**src/rtl/timer_pkg.sv**
```systemverilog
// Shared definitions for the programmable timer: FSM state encoding and width.
package timer_pkg;

    localparam int STATE_W = 2;

    typedef enum logic [STATE_W-1:0] {
        IDLE  = 2'd0,
        RUN   = 2'd1,
        PAUSE = 2'd2,
        DONE  = 2'd3
    } state_t;

endpackage

```
**src/rtl/tick_prescaler.sv**
```systemverilog
// Free-running prescaler: counts 0..reload while enabled and flags the reload cycle.
module tick_prescaler #(
    parameter int PRESCALE_WIDTH = 16
) (
    input  logic                      clk_in,
    input  logic                      reset_n,
    input  logic                      clr,
    input  logic                      en,
    input  logic [PRESCALE_WIDTH-1:0] reload,
    output logic                      enable
);

    localparam logic [PRESCALE_WIDTH-1:0] PSC_ONE = {{(PRESCALE_WIDTH-1){1'b0}}, 1'b1};

    logic [PRESCALE_WIDTH-1:0] psc;
    logic                      at_reload;

    assign at_reload = (psc == reload);
    assign enable    = en && at_reload;

    // clr has priority so a stop or restart always begins from a fresh phase.
    always_ff @(posedge clk_in) begin
        if (!reset_n) begin
            psc <= '0;
        end else if (clr) begin
            psc <= '0;
        end else if (en) begin
            psc <= at_reload ? '0 : psc + PSC_ONE;
        end
    end

endmodule

```
**src/rtl/timer_ctrl.sv**
```systemverilog
// Programmable divide-by-N timer: config handshake, run/pause/stop FSM,
// terminal-count pulse and divided clock output.
module timer_ctrl
    import timer_pkg::*;
#(
    parameter int BIT_WIDTH      = 32,
    parameter int PRESCALE_WIDTH = 16
) (
    input  logic                      clk_in,
    input  logic                      reset_n,
    input  logic                      cfg_valid,
    output logic                      cfg_ready,
    input  logic [BIT_WIDTH-1:0]      cfg_target,
    input  logic [PRESCALE_WIDTH-1:0] cfg_prescale,
    input  logic                      cfg_periodic,
    input  logic                      start,
    input  logic                      stop,
    input  logic                      pause,
    input  logic                      resume,
    output logic                      tick_out,
    output logic                      clk_out,
    output logic [BIT_WIDTH-1:0]      cnt_out,
    output logic                      busy,
    output logic                      done,
    output logic [STATE_W-1:0]        state_out
);

    localparam logic [BIT_WIDTH-1:0] CNT_ONE = {{(BIT_WIDTH-1){1'b0}}, 1'b1};

    state_t                    state, state_nxt;
    logic [BIT_WIDTH-1:0]      target_q;
    logic [PRESCALE_WIDTH-1:0] prescale_q;
    logic                      periodic_q;
    logic                      cfg_loaded;
    logic [BIT_WIDTH-1:0]      cnt_nxt;
    logic                      tick_nxt;
    logic                      clk_nxt;
    logic                      cfg_accept;
    logic                      start_ok;
    logic                      start_take;
    logic                      psc_en;
    logic                      psc_clr;
    logic                      psc_enable;

    // Handshake: a config transfers on a cycle where cfg_valid and cfg_ready are both high.
    assign cfg_accept = cfg_valid && cfg_ready;
    // A same-cycle config counts as loaded, so start picks up the new values.
    assign start_ok   = start && (cfg_loaded || cfg_accept);
    assign start_take = !stop && ((state == IDLE) || (state == DONE)) && start_ok;
    assign psc_en     = (state == RUN) && !stop && !pause;
    assign psc_clr    = stop || start_take;
    assign state_out  = state;

    tick_prescaler #(
        .PRESCALE_WIDTH(PRESCALE_WIDTH)
    ) u_prescaler (
        .clk_in (clk_in),
        .reset_n(reset_n),
        .clr    (psc_clr),
        .en     (psc_en),
        .reload (prescale_q),
        .enable (psc_enable)
    );

    always_comb begin
        state_nxt = state;
        cnt_nxt   = cnt_out;
        tick_nxt  = 1'b0;
        clk_nxt   = clk_out;
        if (stop) begin
            state_nxt = IDLE;
            cnt_nxt   = '0;
            clk_nxt   = 1'b0;
        end else begin
            case (state)
                IDLE, DONE: begin
                    if (start_ok) begin
                        state_nxt = RUN;
                        cnt_nxt   = '0;
                    end
                end
                RUN: begin
                    if (pause) begin
                        state_nxt = PAUSE;
                    end else if (psc_enable) begin
                        if (cnt_out < target_q) begin
                            cnt_nxt = cnt_out + CNT_ONE;
                        end else begin
                            cnt_nxt  = '0;
                            tick_nxt = 1'b1;
                            clk_nxt  = ~clk_out;
                            if (!periodic_q) state_nxt = DONE;
                        end
                    end
                end
                PAUSE: begin
                    if (resume && !pause) state_nxt = RUN;
                end
                default: state_nxt = IDLE;
            endcase
        end
    end

    // Status flags are decoded from the next state so they line up with state_out.
    always_ff @(posedge clk_in) begin
        if (!reset_n) begin
            state      <= IDLE;
            cnt_out    <= '0;
            tick_out   <= 1'b0;
            clk_out    <= 1'b0;
            busy       <= 1'b0;
            done       <= 1'b0;
            cfg_ready  <= 1'b1;
            target_q   <= '0;
            prescale_q <= '0;
            periodic_q <= 1'b0;
            cfg_loaded <= 1'b0;
        end else begin
            state     <= state_nxt;
            cnt_out   <= cnt_nxt;
            tick_out  <= tick_nxt;
            clk_out   <= clk_nxt;
            busy      <= (state_nxt == RUN) || (state_nxt == PAUSE);
            done      <= (state_nxt == DONE);
            cfg_ready <= (state_nxt == IDLE) || (state_nxt == DONE);
            if (cfg_accept) begin
                target_q   <= cfg_target;
                prescale_q <= cfg_prescale;
                periodic_q <= cfg_periodic;
                cfg_loaded <= 1'b1;
            end
        end
    end

endmodule

```
**config.mk**
```make
export PLATFORM = sky130hd
export DESIGN_NAME = timer_ctrl
export DESIGN_NICKNAME = d
export VERILOG_FILES = /design/src/rtl/timer_pkg.sv /design/src/rtl/tick_prescaler.sv /design/src/rtl/timer_ctrl.sv
export SDC_FILE = /design/constraint.sdc
export NUM_CORES = 1
export LEC_CHECK = 0
export CORE_MARGIN = 2
export CORE_UTILIZATION = 45
export CTS_CLUSTER_DIAMETER = 120
export DETAILED_ROUTE_END_ITERATION = 6
export GPL_TIMING_DRIVEN = 0
export PLACE_DENSITY = 0.7
export SLEW_MARGIN = 10
export SYNTH_ARGS = -nofsm -noshare
export SYNTH_HDL_FRONTEND = slang
export SYNTH_HIERARCHICAL = 1
export SYNTH_SLANG_ARGS = --single-unit
```
**constraint.sdc**
```tcl
create_clock -name clk_in -period 3 [get_ports clk_in]
set_input_delay 0.6 -clock clk_in [delete_from_list [all_inputs] [get_ports clk_in]]
set_output_delay 0.6 -clock clk_in [all_outputs]
set_load 0.1 [all_outputs]
```
### Word-level counts from Yosys, hierarchy flattened

Index checks and enable logic that the tools add are counted.

* register bits after elaboration: 105
* output and inout bits: 39
* logic and storage cells: 70

* add/subtract/negate cells: 2
* magnitude comparators: 1
* equal/unequal tests: 10
* mux-type cells: 15
* bitwise logic cells: 6
* reductions and logical operators: 24

Operators with widths (count)
* two-way mux 32 bit: 4
* case mux 32 bit (2 select lines): 1
* adder 32 x 1 -> 32 bit, second input constant: 1
* less-than comparator 32 bit: 1
* adder 16 x 1 -> 16 bit, second input constant: 1
* == test 16 bit: 1
* two-way mux 16 bit: 1
* two-way mux 2 bit: 7
* == test 2 bit, second input constant: 4
* logical AND 1 bit: 8
* AND reduction 4 bit: 2
* != test 2 bit, second input constant: 3
* inverter 1 bit: 6
* case mux 2 bit (3 select lines): 1
* OR reduction 2 bit: 3
* logical OR 1 bit: 5
* OR reduction 5 bit: 1
* == test 2 x 1 -> 1 bit, second input constant: 2
* zero test 2 bit: 2
* zero test 1 bit: 2
* nonzero test 2 bit: 1
* two-way mux 1 bit: 1

### Logic depth before layout (Yosys ltp)

Gate-level depths: netlist of the first run.

* depth in word-level cells: 10
* depth in mapped cells: 16
* depth with buffers taken out: 13

### Hierarchy

The synthesis of the first run kept the hierarchy.

By module, submodules not included
* timer_ctrl: times used 1, cells each 543, area an instance 4523.1 um^2, seq. area each 1781.7 um^2
* tick_prescaler: times used 1, cells each 105, area an instance 910.9 um^2, seq. area each 320.3 um^2

### Worst setup path before layout of the first run

OpenSTA, ideal clock, no wires.

* kind: register -> register
* from: register state[0] (netlist: state_out[0])
* to: register cnt_out[22]
* setup time: 0.067 ns
* data arrival time: 3.525 ns
* slack: -0.593 ns
* stages on the path, launching flop included: 16
* clock period less this slack: 3.593 ns
* cell sequence: dfxtp_1 -> ha_1 -> inv_1 -> nor3_1 -> clkbuf_1 -> nand2_1 -> nor4_1 -> and3b_1 -> a21o_1 -> and2_1 -> buf_6 -> and4_4 -> buf_6 -> nand4_1 -> xor2_1 -> nor2_1

* word-level cells in the longest chain between the ends: 6

Ends and longest elaborated chain
* start: declaration: line timer_ctrl.sv:30 `state_t state, state_nxt;`
* start signal: assignment: line timer_ctrl.sv:119 `state <= state_nxt;`
* == test 2 x 1 -> 1 bit: line timer_ctrl.sv:50 `assign psc_en = (state == RUN) && !stop && !pause;`
* logical AND 1 bit (2 in a row): line timer_ctrl.sv:50
* via psc_en: line timer_ctrl.sv:41 `logic psc_en;`
* logical AND 1 bit: line tick_prescaler.sv:19 `assign enable = en && at_reload;`
* via psc_enable: line timer_ctrl.sv:43 `logic psc_enable;`
* != test 2 bit (no line)
* AND reduction 4 bit (no line)
* end signal: assignment: line timer_ctrl.sv:120 `cnt_out <= cnt_nxt;`
* end: declaration: line timer_ctrl.sv:22 `output logic [BIT_WIDTH-1:0] cnt_out,`

The timed path passes the listed nets, and every way through them passes these cells.
A chain may end at the register's enable or synchronous reset.

### Worst setup path in the final report of the first run

* from: register cnt_out[2]
* to: register busy

* word-level cells in the longest chain between the ends: 8

Ends and longest elaborated chain
* less-than comparator 32 bit *: line timer_ctrl.sv:86 `if (cnt_out < target_q) begin`
* two-way mux 2 bit *: line timer_ctrl.sv:86
* two-way mux 2 bit *: line timer_ctrl.sv:85 `end else if (psc_enable) begin`
* two-way mux 2 bit *: line timer_ctrl.sv:83 `if (pause) begin`
* case mux 2 bit (3 select lines) *: line timer_ctrl.sv:75 `case (state)`
* two-way mux 2 bit *: line timer_ctrl.sv:70 `if (stop) begin`
* via state_nxt[0]: line timer_ctrl.sv:30
* == test 2 x 1 -> 1 bit / == test 2 bit (equally long branches): line timer_ctrl.sv:123 `busy <= (state_nxt == RUN) || (state_nxt == PAUSE);`
* logical OR 1 bit *: line timer_ctrl.sv:123
* end signal: assignment: line timer_ctrl.sv:123
* end: declaration: line timer_ctrl.sv:23 `output logic busy,`

Mark *: on every way through the listed nets, which the timed path passes. The rest lies on a longest branch.

==> out/metrics.cfg, run 1 <==
[clock_network]
cts-buffers-inserted=9
clkTransAtPathRegs_ns=0.07
postCtsHoldBufs=0
clkLatencyLatePin_ns=0.34
cts-root-buf=clkbuf_16
cts_tree=built
cts_max_level=3
clock-sinks=105
clock_tree.buffer_depth=2

[sta]
max_freq_mhz=351
fin_ws_ns=0.149
fin_skew_ns=0.00507
worstMarginPinSlew_ns=1.04
setup_violations=0
tns_ns=0
finalMaxSlewViolations=0
min_period_over_period=0.950
finalCriticalPeriod_ns=2.85
hold_viol=0
slew_headroom=0.304

[grt]
grt_overflow=0
grt_pass1_vias=4525
grt_pass1_wl_mm=21.2
gr-usage-all-layers=0.203
antenna_found_initial=1
grt_max_degree=16

[power]
power_frac_seq=0.476
peakVddDrop_mv=0.277
powerDensity_nw_per_um2=441
p_comb_frac=0.122
p_leak_nw=2.67
pwr-share-clk=0.402
power_w=0.00308
switchingPower_w=0.000741
internal_power_w=0.00234
sw_frac_of_total=0.240

[critical_path]
crit_path_start_kind=flop
path_class=flop to flop
crit_fanout=9
crit_required_ns=3.23
cp_data_arrival_time_ns=3.08
endpoint_kind=flop

[floorplanning]
die_h_um=114
die_area_um2=13000
pin_count=95
start_util=0.456
row_count=40
coreArea_um2=11900
die_w_um=114

[synthesis]
ys.flop_type=dfxtp_1
yosysTopAreaCellShare=0.387
syn_avg_cell_area_um2=8.39
ys_ff_latch=105
synth_top_cell_by_area=dfxtp_1
ys_seq_area_frac=0.387
synth-edff-count=0
async_flop_share=0
yosys-top-cells-area=dfxtp_1 39%, nand2_1 9.9%, ha_1 8.3%, a21boi_0 6.9%, xor2_1 5.0%
yosys_warnings=6
netlist_instances=648
ys_types=56
syn_nets=740
synth_area_um2=5430

[route]
drc=0
drt-total-wl_mm=13.0
wire_per_inst_um=14.3
viasPerCell=5.17
via_count=4700
ant_nets=0
firstDrtPassIters=5
drt_iter0_drc=203

[placement]
pre_cts_slack_ns=-0.468
dpl_cell_area_um2=6590
hpwl_mm=9.75
io_buffers=94
gp_congestion=0.891

[finish]
drive_gt1_frac=0.105
design_area_um2=6990
area_growth_pct=28.7
final_nets=849
utilization=0.587

[job]
max_cap_violations=0

[worst_hold_path]
hold_path.class=flop to flop

[run_status]
status=finished, final reports clean

-- logic make-up (layout without fill, tap and decap cells) --
logic type,count (synthesis),after routing,synth area share
AO/OA/AOI/OAI,95,95,0.132
XOR/XNOR,60,60,0.0967
adder cells (fa/ha/maj),36,36,0.0829
buffers and inverters,64,176,0.0541
flip-flops,105,105,0.387
multiplexers,1,1,0.00184
other,0,1,0
AND/OR/NAND/NOR,287,288,0.246
-- area by class of cell --
cell class,count,area (um2)
Fill cell,1070,4920
Multi-Input combinational cell,480,3090
Sequential cell,105,2140
Timing Repair Buffer,97,968
Clock buffer,13,280
Tap cell,147,184
Buffer,26,155
Inverter,38,143
Clock inverter,2,35.0
Antenna cell,1,2.50
-- per-layer routing --
layer / vias to the layer above / global-route usage / share of wire
li1: 2381 / - / -
met1: 2207 / 0.270 / 0.47
met2: 101 / 0.341 / 0.47
met3: 11 / 0.0324 / 0.051
met4: 0 / 0.0650 / 0.011
met5: - / 0 / 0
-- critical path, stage by stage (launching register included) --
cell	delay (ns)
dfxtp_2	0.44
ha_1	0.28
a211o_1	0.29
a31oi_1	0.17
o311a_1	0.22
o41ai_2	0.12
a21o_2	0.29
a2111oi_2	0.36
nor3b_1	0.11
ha_1	0.29
and2_1	0.17
-- per-stage QoR --
step	hold slack, ns	cells
after detailed placement	0.457	889
after global routing	0.482	909
after floorplan	0.438	648
after CTS	0.467	904
after global placement	0.453	889
final	0.463	909
-- Yosys cell counts, drive strengths merged, types with 2 or more instances --
master,n
o41ai,2
a21boi,50
xor2,31
nor3b,2
a21o,5
and3,8
and4,3
a21oi,16
dfxtp,105
xnor2,29
a221oi,2
nor3,8
inv,38
nand4,20
o21ai,10
clkbuf,18
buf,8
nor4,8
nor2b,4
nand3,14
nor2,64
ha,36
a211oi,2
and2,5
nand2,144
-- flip-flops by register name (all words and copies together), names as in the netlist --
register         flops
u_prescaler/psc     16
busy                 1
done                 1
target_q            32
tick_out             1
cfg_ready            1
prescale_q          16
state_out            2
periodic_q           1
cfg_loaded           1
cnt_out             32
clk_out              1
-- final timing paths --
| kind | start | endpoint | slack [ns] | depth (start not counted) |
|---|---|---|---|---|
| setup / recovery | cnt_out[2]$_SDFFE_PP0P_ | busy$_SDFF_PN0_ | 0.15 | 10 |
| hold / removal | target_q[28]$_SDFFE_PN0P_ | target_q[28]$_SDFFE_PN0P_ | 0.46 | 2 |
| setup reg to reg | cnt_out[2]$_SDFFE_PP0P_ | busy$_SDFF_PN0_ | 0.15 | 10 |
| hold reg to reg | target_q[28]$_SDFFE_PN0P_ | target_q[28]$_SDFFE_PN0P_ | 0.46 | 2 |
-- cells in the final DEF, fill, tap and decap left out, types with 2 or more instances in the layout --
cell type / netlist / final
nand2_1: 144 / 144
clkdlybuf4s50_1: 0 / 92
dfxtp_1: 105 / 80
nor2_1: 62 / 62
a21boi_0: 50 / 50
inv_1: 38 / 37
ha_1: 36 / 35
xor2_1: 31 / 31
xnor2_1: 29 / 29
dfxtp_2: 0 / 24
nand4_1: 19 / 19
clkbuf_1: 17 / 16
a21oi_1: 15 / 15
nand3_1: 13 / 13
clkbuf_16: 0 / 9
o21ai_0: 8 / 8
buf_6: 7 / 7
and3_1: 7 / 7
and2_1: 5 / 5
nor3_1: 8 / 5
nor4_1: 6 / 5
a21o_1: 4 / 4
nor2b_1: 4 / 4
clkbuf_8: 0 / 4
buf_4: 0 / 4
nor3_2: 0 / 3
and4_1: 2 / 2
nor4_2: 1 / 2
nor2_2: 2 / 2
nor3b_1: 2 / 2
dlymetal6s2s_1: 0 / 2
-- power by group through the flow --
stage	clock network, W	registers, W	logic [W]
final	0.00124	0.00147	0.000376
after global routing	0.00131	0.00147	0.000418
after CTS	0.00126	0.00147	0.000378
after detailed placement	0	0.00150	0.000375
after global placement	0	0.00150	0.000364
after floorplan	0	0.00152	0.000206
-- what timing repair did --
action | in CTS | in global routing
endpoints found under the setup margin | 12 | 21
resized for setup | 4 | 9
buffers inserted | 0 | 3
pin swaps | 0 | 2
gates cloned | 0 | 1
Note: power is estimated with default switching activity, not from simulation.
==> inputs of run 2 (changes only) <==
CORE_ASPECT_RATIO = 2   (was unset)
HOLD_SLACK_MARGIN = 0.12   (was unset)
==> run 2 against run 1 <==
Die area is 0.40% higher. Hold slack worse by 0.0023 ns. Utilization is 0.61 points higher. Sequential power hardly changed. Global-route usage is 0.81 points higher. Sequential share of layout area hardly changed. Clock power is 9% lower. Critical path depth stayed put. Clock skew is 0.0016 ns higher. Cell count stayed put.
==> out/metrics.cfg, run 2 (synthesis results as in run 1) <==
[run_status]
status=finished, final reports clean

[sta]
finalMaxSlewViolations=0  ; unchanged
min_period_over_period=0.950  ; about the same
worstMarginPinSlew_ns=0.996  ; -0.0438 ns
fin_skew_ns=0.00669  ; +0.00162 ns
setup_violations=0  ; unchanged
finalCriticalPeriod_ns=2.85  ; -0.00148 ns
max_freq_mhz=351  ; about the same
fin_hold_ws_ns=0.461  ; -0.00229 ns
hold_viol=0  ; unchanged
slew_headroom=0.334  ; +0.0293
rsz0062_at_grt=yes

[worst_hold_path]
min_from=target_q[0]$_SDFFE_PN0P_
hold_path.class=flop to flop
min_to=target_q[0]$_SDFFE_PN0P_
hold-path-cell-count=2  ; unchanged

[critical_path]
cpPeakStageDelay_ns=0.37  ; -0.07 ns
path_class=flop to flop
slowest_stage=a2111oi_2
endpoint_kind=flop
rr_endpoint=busy$_SDFF_PN0_
r2r_cells=10  ; unchanged
crit_path_start_kind=flop
crit_required_ns=3.24  ; about the same
path_cells=ha_1 -> a21oi_1 -> o21ai_0 -> a221oi_1 -> o211ai_1 -> a21o_2 -> a2111oi_2 -> nor3b_1 -> ha_1 -> and2_1
crit_fanout=6  ; -3
cpMostUsedCell=ha_1
cp_data_arrival_time_ns=3.09  ; about the same
reg2reg_from=cnt_out[23]$_SDFFE_PP0P_
rrSetupSlack_ns=0.15  ; about the same

[floorplanning]
pin_count=95  ; unchanged
row_count=56  ; +40%
die_area_um2=13000  ; +0.40%
start_util=0.462  ; +0.00543
die_w_um=81.7  ; -28%
coreArea_um2=11800  ; -1.2%
die_h_um=159  ; +40%

[finish]
reg_top3=cnt_out x32, target_q x32
design_area_um2=6980  ; -0.14%
area_growth_pct=28.5
instances_no_fill=909  ; unchanged
final_nets=851  ; +0.24%
layout_commonest_cell=nand2_1
layout_common_cells=144 x nand2_1, 92 x clkdlybuf4s50_1, 80 x dfxtp_1
antennaDiodeCount=0  ; -1
drive_gt1_frac=0.110  ; +0.00482

[clock_network]
cts_tree=built
cts_max_level=3  ; unchanged
postCtsHoldBufs=0  ; unchanged
clkTransAtPathRegs_ns=0.07  ; about the same
cts-buffers-inserted=9  ; unchanged
clock-sinks=105  ; unchanged
clock_tree.buffer_depth=2  ; unchanged
cts-root-buf=clkbuf_16
clkLatencyLatePin_ns=0.35  ; about the same

[placement]
gp_congestion=0.900  ; +1.0%
dpl_cell_area_um2=6590  ; about the same
hpwl_mm=10.5  ; +7.2%
dp.cells=887  ; -0.22%
io_buffers=94  ; unchanged

[power]
powerDensity_nw_per_um2=426  ; -3.4%
power_w=0.00297  ; -3.5%
p_leak_nw=2.65  ; -0.81%
peakVddDrop_mv=0.416  ; +50%

[route]
viasPerCell=5.18  ; +0.17%
drc=0  ; unchanged
firstDrtPassIters=4  ; -1
wire_per_inst_um=14.8  ; +3.4%
via_count=4708  ; +0.17%
drt-total-wl_mm=13.4  ; +3.4%
ant_nets=0  ; unchanged
drt_iter0_drc=132  ; -35%

[job]
max_cap_violations=0  ; unchanged

[grt]
grt_overflow=0  ; unchanged
gr-usage-all-layers=0.211  ; +0.00811
grt_use_met2=0.407  ; +0.0663
grt_pass1_wl_mm=21.4  ; +0.68%
busiest_layer=met2
grt_pass1_vias=4620  ; +2.1%
grt_util_met1=0.213  ; -0.0564
met3_usage=0.0329  ; +0.000467
grt_max_degree=17  ; +1
antenna_found_initial=0  ; -1

run 2: stage by stage:
| stage | setup TNS [ns] | util | setup slack [ns] |
|---|---|---|---|
| after global routing | -0.0779 | 0.593 | -0.0331 |
| after CTS | 0 | 0.585 | 0.0243 |
| after global placement | -8.37 | 0.560 | -0.438 |
| after floorplan | 0 | - | 0.000421 |
| final | 0 | 0.593 | 0.150 |
| after detailed placement | -9.57 | 0.560 | -0.475 |
run 2: critical path, delay by kind of cell, from the launching register on:
family | cells | cell delay, ns
AO/OA/AOI/OAI | 6 | 1.48
adder cells (fa/ha/maj) | 2 | 0.63
flip-flops | 1 | 0.36
AND/OR/NAND/NOR | 2 | 0.27
run 2: worst max path at each step:
stage / from / endpoint
3_5_place_dp: stop / cnt_out[25]$_SDFFE_PP0P_
4_1_cts: stop / cnt_out[22]$_SDFFE_PP0P_
6_report: cnt_out[23]$_SDFFE_PP0P_ / busy$_SDFF_PN0_
2_1_floorplan: cnt_out[10]$_SDFFE_PP0P_ / busy$_SDFF_PN0_
5_1_grt: cnt_out[23]$_SDFFE_PP0P_ / cfg_ready$_SDFF_PN1_
3_3_place_gp: stop / cnt_out[31]$_SDFFE_PP0P_
run 2: power breakdown:
group / internal (W) / switching (W)
logic: 0.000172 / 0.000208
registers: 0.00144 / 0.0000300
clock network: 0.000607 / 0.000518
run 2: layer usage:
metal / up-vias / part of all wire
met5: - / 0
met3: 22 / 0.034
met1: 2207 / 0.37
met2: 101 / 0.57
met4: 0 / 0.028
li1: 2378 / -
run 2: timing repair:
| action | CTS | global route |
|---|---|---|
| endpoints found under the hold margin | 0 | 0 |
| setup buffers | 0 | 5 |
| gates cloned | 0 | 1 |
| gates resized for setup | 4 | 11 |
| pin swaps | 0 | 5 |
| setup endpoints to repair | 13 | 16 |
run 2: cell type report:
class                      instances  area [um2]
tap                              145         181
clock buffer                      12         256
fill                            1098        4790
clock inverter                     4        27.5
inverter                          38         143
multi-input combinational        480        3100
timing repair buffer              99         983
buffer                            26         155
sequential                       105        2140
==> inputs of run 3 (changes only) <==
ABC_CLOCK_PERIOD_IN_PS = 3000   (was unset)
PLACE_DENSITY = 0.67   (was 0.7)
==> run 3 against run 2 <==
Hold slack better by 0.0023 ns. Utilization up 0.20 points. Worst setup slack worse by 0.017 ns. Largest cell class unchanged.
==> out/metrics.cfg, run 3 (synthesis results as in run 1) <==
[critical_path]
reg2reg_from=state_out[1]$_SDFF_PN0_
cp_data_arrival_time_ns=3.11  ; +0.02 ns
path_cells=inv_1 -> ha_2 -> inv_2 -> nor3_2 -> buf_4 -> nand2_1 -> nor4_2 -> and3b_2 -> a21o_1 -> and2_1 -> buf_6 -> and4_4 -> buf_6 -> nand4_1 -> xor2_1 -> nor2_1
slowest_stage=dfxtp_4
cpPeakStageDelay_ns=0.36  ; about the same
crit_required_ns=3.24  ; about the same
crit_fanout=9  ; +3
path_class=flop to flop
endpoint_kind=flop
crit_path_start_kind=flop
crit_start=state_out[1]$_SDFF_PN0_
cpMostUsedCell=buf_6

[route]
firstDrtPassIters=4  ; unchanged
drt-total-wl_mm=13.5  ; +0.80%
via_count=4660  ; -1.0%
wire_per_inst_um=14.9  ; +0.80%
drt_iter0_drc=155  ; +17%
viasPerCell=5.13  ; -1.0%
drc=0  ; unchanged
ant_nets=0  ; unchanged

[clock_network]
cts_max_level=3  ; unchanged
cts-buffers-inserted=9  ; unchanged
clock-sinks=105  ; unchanged
postCtsHoldBufs=0  ; unchanged
clkLatencyLatePin_ns=0.35  ; about the same
clock_tree.buffer_depth=2  ; unchanged
clkTransAtPathRegs_ns=0.07  ; about the same
cts_tree=built
cts-root-buf=clkbuf_16

[floorplanning]
start_util=0.462  ; unchanged
die_h_um=159  ; unchanged
row_count=56  ; unchanged
coreArea_um2=11800  ; unchanged
die_w_um=81.7  ; unchanged
pin_count=95  ; unchanged
die_area_um2=13000  ; unchanged

[sta]
finalMaxSlewViolations=0  ; unchanged
finalCriticalPeriod_ns=2.87  ; +0.0172 ns
hold_viol=0  ; unchanged
setup_violations=0  ; unchanged
worstMarginPinSlew_ns=1.01  ; +0.0108 ns
fin_skew_ns=0.00903  ; +0.00234 ns
rsz0062_at_grt=no
max_freq_mhz=349  ; -0.60%
min_period_over_period=0.956  ; +0.00572
slew_headroom=0.326  ; -0.00723

[finish]
layout_commonest_cell=nand2_1
antennaDiodeCount=0  ; unchanged
reg_top3=cnt_out x32, target_q x32
final_nets=852  ; +0.12%
drive_gt1_frac=0.105  ; -0.00524
design_area_um2=7010  ; +0.34%
layout_common_cells=144 x nand2_1, 92 x clkdlybuf4s50_1, 80 x dfxtp_1
area_growth_pct=28.9

[grt]
gr-usage-all-layers=0.215  ; +0.00323
grt_pass1_wl_mm=21.6  ; +1.0%
busiest_layer=met2
grt_util_met1=0.218  ; +0.00481
grt_max_degree=17  ; unchanged
grt_overflow=0  ; unchanged
met3_usage=0.0363  ; +0.00340
antenna_found_initial=0  ; unchanged
grt_use_met2=0.423  ; +0.0156
grt_pass1_vias=4584  ; -0.78%

[job]
max_cap_violations=0  ; unchanged

[placement]
dpl_cell_area_um2=6590  ; unchanged
gp_congestion=0.907  ; +0.79%
io_buffers=94  ; unchanged
hpwl_mm=10.6  ; +1.0%

[worst_hold_path]
min_from=target_q[0]$_SDFFE_PN0P_
hold_path.class=flop to flop

[power]
peakVddDrop_mv=0.325  ; -22%
p_leak_nw=2.67  ; +0.89%
powerDensity_nw_per_um2=440  ; +3.2%
power_w=0.00308  ; +3.6%

[run_status]
status=finished, final reports clean

run 3: changes by cell type in the layout (fill, tap and decap cells not counted), moves of 2 or more:
cell        previous run  this run
bufinv_16              0         2
clkbuf_1              17        19
clkbuf_8               2         0
clkinvlp_4             3         1
dfxtp_2               24        22
dfxtp_4                1         3
nor3_1                 4         6
nor3_2                 4         2
run 3: where the power goes:
| part | switching [W] | internal (W) | leakage (nW) |
|---|---|---|---|
| sequential | 0.0000307 | 0.00144 | 0.869 |
| clock | 0.000503 | 0.000728 | 0.143 |
| combinational | 0.000208 | 0.000174 | 1.66 |
| total | 0.000741 | 0.00234 | 2.67 |
run 3: area by class of cell:
class / instances / area, um2
clock inverters: 3 / 67.6
plain buffers: 26 / 155
repair buffers: 100 / 991
multi-input cells: 480 / 3090
well taps: 145 / 181
flip-flops and latches: 105 / 2140
clock buffers: 12 / 236
fillers: 1100 / 4760
inverters: 38 / 143
run 3: critical path: cells and delay by family, from the launching register on:
| family | cells | cell delay, ns |
|---|---|---|
| and+or+nand+nor | 8 | 1.33 |
| buffers and inverters | 5 | 0.52 |
| DFF | 1 | 0.36 |
| adders and majority gates | 1 | 0.19 |
| xor gates and xnor gates | 1 | 0.19 |
| AOI/OAI and AO/OA | 1 | 0.15 |
run 3: what timing repair did:
action,in CTS,in global routing
gates resized for setup,3,12
gates cloned,0,1
buffers inserted,0,6
pin swaps,0,4
setup endpoints to repair,13,21
run 3: path summary, 6_finish.rpt:
kind | end | slack (ns) | cells past startpoint
setup / recovery | cnt_out[22]$_SDFFE_PP0P_ | 0.13 | 16
hold / removal | target_q[0]$_SDFFE_PN0P_ | 0.46 | 2
setup reg to reg | cnt_out[22]$_SDFFE_PP0P_ | 0.13 | 16
hold reg to reg | target_q[0]$_SDFFE_PN0P_ | 0.46 | 2
run 3: stage by stage:
| step | setup TNS, ns | worst slack (ns) | hold slack [ns] | util | instances |
|---|---|---|---|---|---|
| final | 0 | 0.133 | 0.463 | 0.595 | 909 |
| after global routing | 0 | 0.00287 | 0.491 | 0.595 | 909 |
| after CTS | 0 | 0.0104 | 0.467 | 0.587 | 902 |
| after detailed placement | -9.52 | -0.489 | 0.457 | 0.560 | 887 |
| after global placement | -8.33 | -0.455 | 0.453 | 0.560 | 887 |
| after floorplan | 0 | 0.000421 | 0.438 | - | 648 |
run 3: layer usage:
layer | up-vias | part of all wire
met1 | 2173 | 0.37
met4 | 0 | 0.015
li1 | 2389 | -
met2 | 84 | 0.58
met5 | - | 0
met3 | 14 | 0.031
